`src/rtl/rv32_lsu_mem_stage.sv`:
```
// Memory-stage load/store unit: issues one data-bus access per load/store,
// stalls the pipeline until the response or a timeout, and formats load data.
module rv32_lsu_mem_stage #(
  parameter int TIMEOUT_CYCLES = 256
) (
  input  logic        clk,
  input  logic        reset,
  input  logic        op_valid,
  input  logic        op_load,
  input  logic [2:0]  op_funct3,
  input  logic [31:0] op_addr,
  input  logic [31:0] op_wdata,
  input  logic        pipe_stop,
  output logic        stall,
  output logic        result_valid,
  output logic [31:0] result_data,
  output logic        misalign,
  output logic        bus_err,
  output logic        mem_req_valid,
  input  logic        mem_req_ready,
  output logic [31:0] mem_req_addr,
  output logic        mem_req_we,
  output logic [3:0]  mem_req_wstrb,
  output logic [31:0] mem_req_wdata,
  input  logic        mem_rsp_valid,
  input  logic [31:0] mem_rsp_rdata,
  input  logic        mem_rsp_err
);

  typedef enum logic [1:0] {IDLE, REQ, WAIT, DONE} state_t;

  localparam int CW = (TIMEOUT_CYCLES > 1) ? $clog2(TIMEOUT_CYCLES) : 1;
  localparam logic [CW-1:0] CNT_LAST = CW'(TIMEOUT_CYCLES - 1);

  state_t      state_q, state_d;
  logic [CW-1:0] cnt_q, cnt_d;
  logic [31:0] addr_q, addr_d;
  logic        we_q, we_d;
  logic [3:0]  wstrb_q, wstrb_d;
  logic [31:0] wdata_q, wdata_d;
  logic [2:0]  funct3_q, funct3_d;
  logic [1:0]  off_q, off_d;
  logic [31:0] result_q, result_d;
  logic        err_q, err_d;

  logic        op_bad;
  logic        op_accept;
  logic        timeout_hit;
  logic [3:0]  lane_strb;
  logic [31:0] lane_wdata;

  // Select and extend the addressed byte/halfword out of the read word
  function automatic logic [31:0] fmt_load(input logic [2:0] f3, input logic [1:0] off,
                                           input logic [31:0] rd);
    logic [7:0]  b;
    logic [15:0] h;
    b = 8'(rd >> {off, 3'b000});
    h = off[1] ? rd[31:16] : rd[15:0];
    case (f3)
      3'b000:  return {{24{b[7]}}, b};
      3'b100:  return {24'b0, b};
      3'b001:  return {{16{h[15]}}, h};
      3'b101:  return {16'b0, h};
      default: return rd;
    endcase
  endfunction

  // Decode legality/alignment of the incoming op and build store byte lanes
  always_comb begin
    logic illegal;
    logic unaligned;
    illegal   = op_load ? (op_funct3 == 3'b011 || op_funct3 == 3'b110 || op_funct3 == 3'b111)
                        : (op_funct3 >= 3'b011);
    unaligned = (op_funct3[1:0] == 2'b01 && op_addr[0]) ||
                (op_funct3[1:0] == 2'b10 && op_addr[1:0] != 2'b00);
    op_bad    = illegal || unaligned;
    lane_strb  = 4'b0000;
    lane_wdata = 32'b0;
    if (!op_load) begin
      case (op_funct3[1:0])
        2'b00: begin
          lane_strb  = 4'b0001 << op_addr[1:0];
          lane_wdata = {4{op_wdata[7:0]}};
        end
        2'b01: begin
          lane_strb  = 4'b0011 << op_addr[1:0];
          lane_wdata = {2{op_wdata[15:0]}};
        end
        default: begin
          lane_strb  = 4'b1111;
          lane_wdata = op_wdata;
        end
      endcase
    end
  end

  assign op_accept   = (state_q == IDLE) && op_valid && !op_bad;
  assign timeout_hit = (cnt_q == CNT_LAST);

  // State and captured-access registers
  always_ff @(posedge clk or posedge reset) begin
    if (reset) begin
      state_q  <= IDLE;
      cnt_q    <= '0;
      addr_q   <= '0;
      we_q     <= 1'b0;
      wstrb_q  <= '0;
      wdata_q  <= '0;
      funct3_q <= '0;
      off_q    <= '0;
      result_q <= '0;
      err_q    <= 1'b0;
    end else begin
      state_q  <= state_d;
      cnt_q    <= cnt_d;
      addr_q   <= addr_d;
      we_q     <= we_d;
      wstrb_q  <= wstrb_d;
      wdata_q  <= wdata_d;
      funct3_q <= funct3_d;
      off_q    <= off_d;
      result_q <= result_d;
      err_q    <= err_d;
    end
  end

  // Next-state logic; a response arriving outside WAIT is simply ignored
  always_comb begin
    state_d = state_q;
    case (state_q)
      IDLE: if (op_accept) state_d = REQ;
      REQ:  if (mem_req_ready) state_d = WAIT;
      WAIT: if (mem_rsp_valid || timeout_hit) state_d = DONE;
      DONE: if (!pipe_stop) state_d = IDLE;
      default: state_d = IDLE;
    endcase
  end

  // Capture the access on accept, run the timeout counter, latch the result
  always_comb begin
    cnt_d    = cnt_q;
    addr_d   = addr_q;
    we_d     = we_q;
    wstrb_d  = wstrb_q;
    wdata_d  = wdata_q;
    funct3_d = funct3_q;
    off_d    = off_q;
    result_d = result_q;
    err_d    = err_q;
    case (state_q)
      IDLE: begin
        if (op_accept) begin
          addr_d   = {op_addr[31:2], 2'b00};
          we_d     = !op_load;
          wstrb_d  = lane_strb;
          wdata_d  = lane_wdata;
          funct3_d = op_funct3;
          off_d    = op_addr[1:0];
          result_d = '0;
          err_d    = 1'b0;
        end
      end
      REQ: cnt_d = '0;
      WAIT: begin
        cnt_d = cnt_q + 1'b1;
        if (mem_rsp_valid) begin
          err_d    = mem_rsp_err;
          result_d = (we_q || mem_rsp_err) ? 32'b0 : fmt_load(funct3_q, off_q, mem_rsp_rdata);
        end else if (timeout_hit) begin
          err_d    = 1'b1;
          result_d = '0;
        end
      end
      default: ;
    endcase
  end

  // Outputs, all forced low while reset is asserted
  always_comb begin
    stall         = !reset && (op_accept || state_q == REQ || state_q == WAIT);
    misalign      = !reset && (state_q == IDLE) && op_valid && op_bad;
    mem_req_valid = !reset && (state_q == REQ);
    mem_req_addr  = reset ? 32'b0 : addr_q;
    mem_req_we    = !reset && we_q;
    mem_req_wstrb = reset ? 4'b0 : wstrb_q;
    mem_req_wdata = reset ? 32'b0 : wdata_q;
    result_valid  = !reset && (state_q == DONE);
    result_data   = result_valid ? result_q : 32'b0;
    bus_err       = result_valid && err_q;
  end

endmodule

```
`config.mk`:
```
export PLATFORM = sky130hd
export DESIGN_NAME = rv32_lsu_mem_stage
export DESIGN_NICKNAME = d
export VERILOG_FILES = /design/src/rtl/rv32_lsu_mem_stage.sv
export SDC_FILE = /design/constraint.sdc
export NUM_CORES = 1
export LEC_CHECK = 0
export ABC_CLOCK_PERIOD_IN_PS = 4500
export CAP_MARGIN = 5
export CORE_AREA = 2 2 130 132
export CTS_CLUSTER_SIZE = 25
export DETAILED_ROUTE_END_ITERATION = 12
export DIE_AREA = 0 0 132 134
export GPL_TIMING_DRIVEN = 0
export PLACE_DENSITY = 0.77
export RECOVER_POWER = 100
export SETUP_SLACK_MARGIN = 0.1
export SYNTH_ARGS = -nofsm -noshare
export SYNTH_HDL_FRONTEND = slang
export SYNTH_SLANG_ARGS = --single-unit
```
`constraint.sdc`:
```
create_clock -name clk -period 4.5 [get_ports clk]
set_input_delay 0.675 -clock clk [delete_from_list [all_inputs] [get_ports clk]]
set_output_delay 0.675 -clock clk [all_outputs]
set_load 0.05 [all_outputs]
```
==> summary.txt <==
CTS
  – Clock Root Buffer: clkbuf_16
  – Clock Pin Slew Worst Setup and Hold Paths: 0.05 ns
  – CTS max path bufs: 2
  – Worst skew pair latency: 0.42 ns
  – Post-cts sizing count: 0
  – CTS tree: done
  – # clock sinks: 115
  – # hold bufs at CTS: 0
  – Post-CTS Setup Inserts: 0
  – H-tree depth: 4
  – Num CTS Buffers: 17

Yosys
  – Leading post-synthesis cells by cell area: dfrtp_1, nor2b_1, mux2_4
  – Synth Register Bits: 115
  – Post-synthesis sequential area ratio: 44.8%
  – Share of the synthesized area in the top cell type: 44.8%
  – Ys async rst share: 100%
  – Largest area contributor in the netlist: dfrtp_1
  – Synth cell types: 50
  – Ys Warns: 0
  – Mean Syn Cell Area: 9.55 um^2
  – Mapped cell area: 0.00642 mm^2
  – EDFF count, synth: 0
  – Ys flop type: dfrtp_1
  – Synth Instances: 672

Route
  – Drt drc: 0
  – Via count: 5868
  – WL/cell: 17.4 um
  – Initial DRT Pass Iterations: 5
  – Vias per Instance: 5.17
  – Initial DRC Count: 439
  – Total Wirelength: 19.8 mm
  – Antenna viol nets, final: 0

Timing
  – Worst Skew: 0.00987 ns
  – Relative slew margins: -37.2%
  – Worst-margin pin slew: 2.05 ns
  – Final hold violation count: 0
  – RSZ-0062 raised after global routing: false
  – Slew Limit Fails: 43
  – Final setup viols: 0
  – Min Tclk post-route: 4.26 ns
  – WHS: 0.468 ns
  – Fmax: 235 MHz
  – Fin crit share: 94.6%
  – Setup ws final: 0.241 ns

Run status
  – Failing checks: max-capacitance violations, max-slew violations
  – Status: finished, violations left

Placed design
  – Final HPWL DP: 14.9 mm
  – Placed Cells incl. Taps: 1103
  – Worst Setup Slack post-DPL: 0.365 ns
  – Placed inst area: 0.00882 mm^2
  – IO Port Bufs: 209
  – Final Wtd Congestion: 0.899

Floorplanning
  – IO Pins: 213
  – Standard-cell rows: 47
  – Die Span X: 132 um
  – Die H: 134 um
  – Core area: 0.0163 mm^2
  – Initial Util: 39.4%
  – Die area: 0.0177 mm^2

Global route
  – GRT Overall Usage: 22.7%
  – Initial antenna violation count: 1
  – Total gr overflow: 0
  – Vias in the first global route: 5992
  – Pin count of the biggest net entering global routing: 74
  – First-pass GRT wire length: 31.6 mm

Critical path
  – CP max stage delay: 0.89 ns
  – Slowest CP cell: dlygate4sd3_1
  – Buf+Inv Stages, Crit Path: 4
  – Crit-path cells: dlygate4sd3_1 > or4_1 > a21o_1 > buf_6 > clkbuf_1 > a21oi_1 > dlygate4sd3_1
  – Cell family with most CP delay: buffers and inverters
  – Reg-to-Reg End: result_q[5]$_DFFE_PP0P_
  – R2R Setup Slk: 1.67 ns
  – R2R cell count: 7
  – Worst Path Arrival: 3.58 ns
  – Crit path max fanout: 10
  – CP required: 3.83 ns
  – R2R Path Start: state_q[0]$_DFFE_PP0P_
  – Startpoint Class: input pin
  – Setup crit end kind: primary output
  – Path type of the worst setup path: in -> out
  – Cell repeated most along the worst path: dlygate4sd3_1

Run
  – Total of max-cap violations: 1

Hold path
  – WHS Endpoint: wdata_q[24]$_DFFE_PP0P_
  – Hold Crit Depth: 2
  – Hold_sp: wdata_q[24]$_DFFE_PP0P_
  – Hold Crit Class: reg -> reg

Layout
  – Commonest non-fill, non-tap cells in the layout: dfrtp_1, dlygate4sd3_1, clkdlybuf4s50_1
  – Area grow syn2layout: 45.1%
  – Commonest non-fill, non-tap cell in the layout: dfrtp_1
  – Share of cells above drive strength 1: 6.56%
  – Final Instance Area: 0.00932 mm^2
  – Cell Count, Final, Fillers Out: 1136
  – Final-stage net count: 1015

Power and ir drop
  – Leakage power: 4.19 nW
  – Maximum vdd ir drop: 0.000319 V
  – Pwr Density: 597 mW/mm^2
[worst max path at each step]
stage	to	startpoint	cells past startpoint	slack, ns
4_1_cts	stall	op_addr[1]	7	0.36
3_3_place_gp	result_q[9]$_DFFE_PP0P_	reset	3	-1.26
5_1_grt	stall	op_addr[1]	7	0.15
3_5_place_dp	stall	op_addr[1]	7	0.37
6_report	stall	op_addr[1]	7	0.24
2_1_floorplan	addr_q[10]$_DFFE_PP0P_	reset	3	0.39
[synthesized netlist by cell type, drive strengths merged, types with 2 or more instances]
cell type,instances
dfrtp,115
nand2,95
nor2b,78
o21ai,59
mux2,37
and2,33
clkbuf,33
o31ai,33
a21oi,32
mux2i,30
nor2,26
buf,19
inv,15
nand2b,10
a221oi,8
ha,6
nand3,5
o22ai,5
nor3b,4
a211oi,3
a21o,3
o221ai,3
nor3,2
or2,2
xnor2,2
[metal layers]
| layer | global-route usage, % | up-vias | share of wire, % | wire [um] |
|---|---|---|---|---|
| li1 | - | 2760 | - | - |
| met1 | 28.5 | 2778 | 41 | 8120 |
| met2 | 36.7 | 299 | 47 | 9330 |
| met3 | 8.43 | 31 | 10 | 1990 |
| met4 | 6.94 | 0 | 1.9 | 374 |
| met5 | 0 | - | 0 | 0 |
[through the flow]
step	setup TNS [ns]	utilization (%)	total power, W
detailed placement	0	54.2	0.00432
CTS	0	58.0	0.00579
global placement	-143.61	54.0	0.00426
finish	0	57.2	0.00556
global route	0	57.2	0.00589
floorplan	0	-	0.00349
[flip-flops by register name (all words and copies together), names as in the netlist]
register  cells
result_q     32
wdata_q      32
addr_q       30
cnt_q         8
wstrb_q       4
funct3_q      3
off_q         2
state_q       2
err_q         1
we_q          1
[layout make-up]
| cell class | count | area, um^2 |
|---|---|---|
| buffer | 52 | 228 |
| fill | 1449 | 6970 |
| antenna | 1 | 2.50 |
| clock inverter | 8 | 149 |
| multi-input combinational | 491 | 3130 |
| tap | 220 | 275 |
| clock buffer | 24 | 482 |
| inverter | 15 | 57.6 |
| sequential | 115 | 2880 |
| timing repair buffer | 210 | 2120 |
[worst reg2reg max path: stages (launching register included)]
cell	delay (ns)
dfrtp_1	0.39
inv_1	0.13
ha_1	0.23
nand2_1	0.07
nor3_1	0.78
o21ai_0	0.27
a2111oi_0	0.76
a21o_1	0.14
[logic make-up (layout without fill, tap and decap cells)]
| group | after synthesis | count (layout) | share of synthesized area [%] |
|---|---|---|---|
| xor gates and xnor gates | 2 | 2 | 0.273 |
| adders and majority gates | 6 | 6 | 1.17 |
| and+or+nand+nor | 261 | 261 | 20.8 |
| AOI/OAI and AO/OA | 153 | 153 | 15.4 |
| DFF | 115 | 115 | 44.8 |
| buffers and inverters | 67 | 309 | 4.81 |
| other | 1 | 3 | 0.0584 |
| muxes | 67 | 67 | 12.6 |
[report_power, final]
part           leakage, nW  switching [W]  internal [W]
clock network        0.301       0.000470      0.000970
logic                 2.39        0.00157      0.000899
registers             1.50       0.000216       0.00144
No activity file was read; power rests on OpenSTA's default activity.
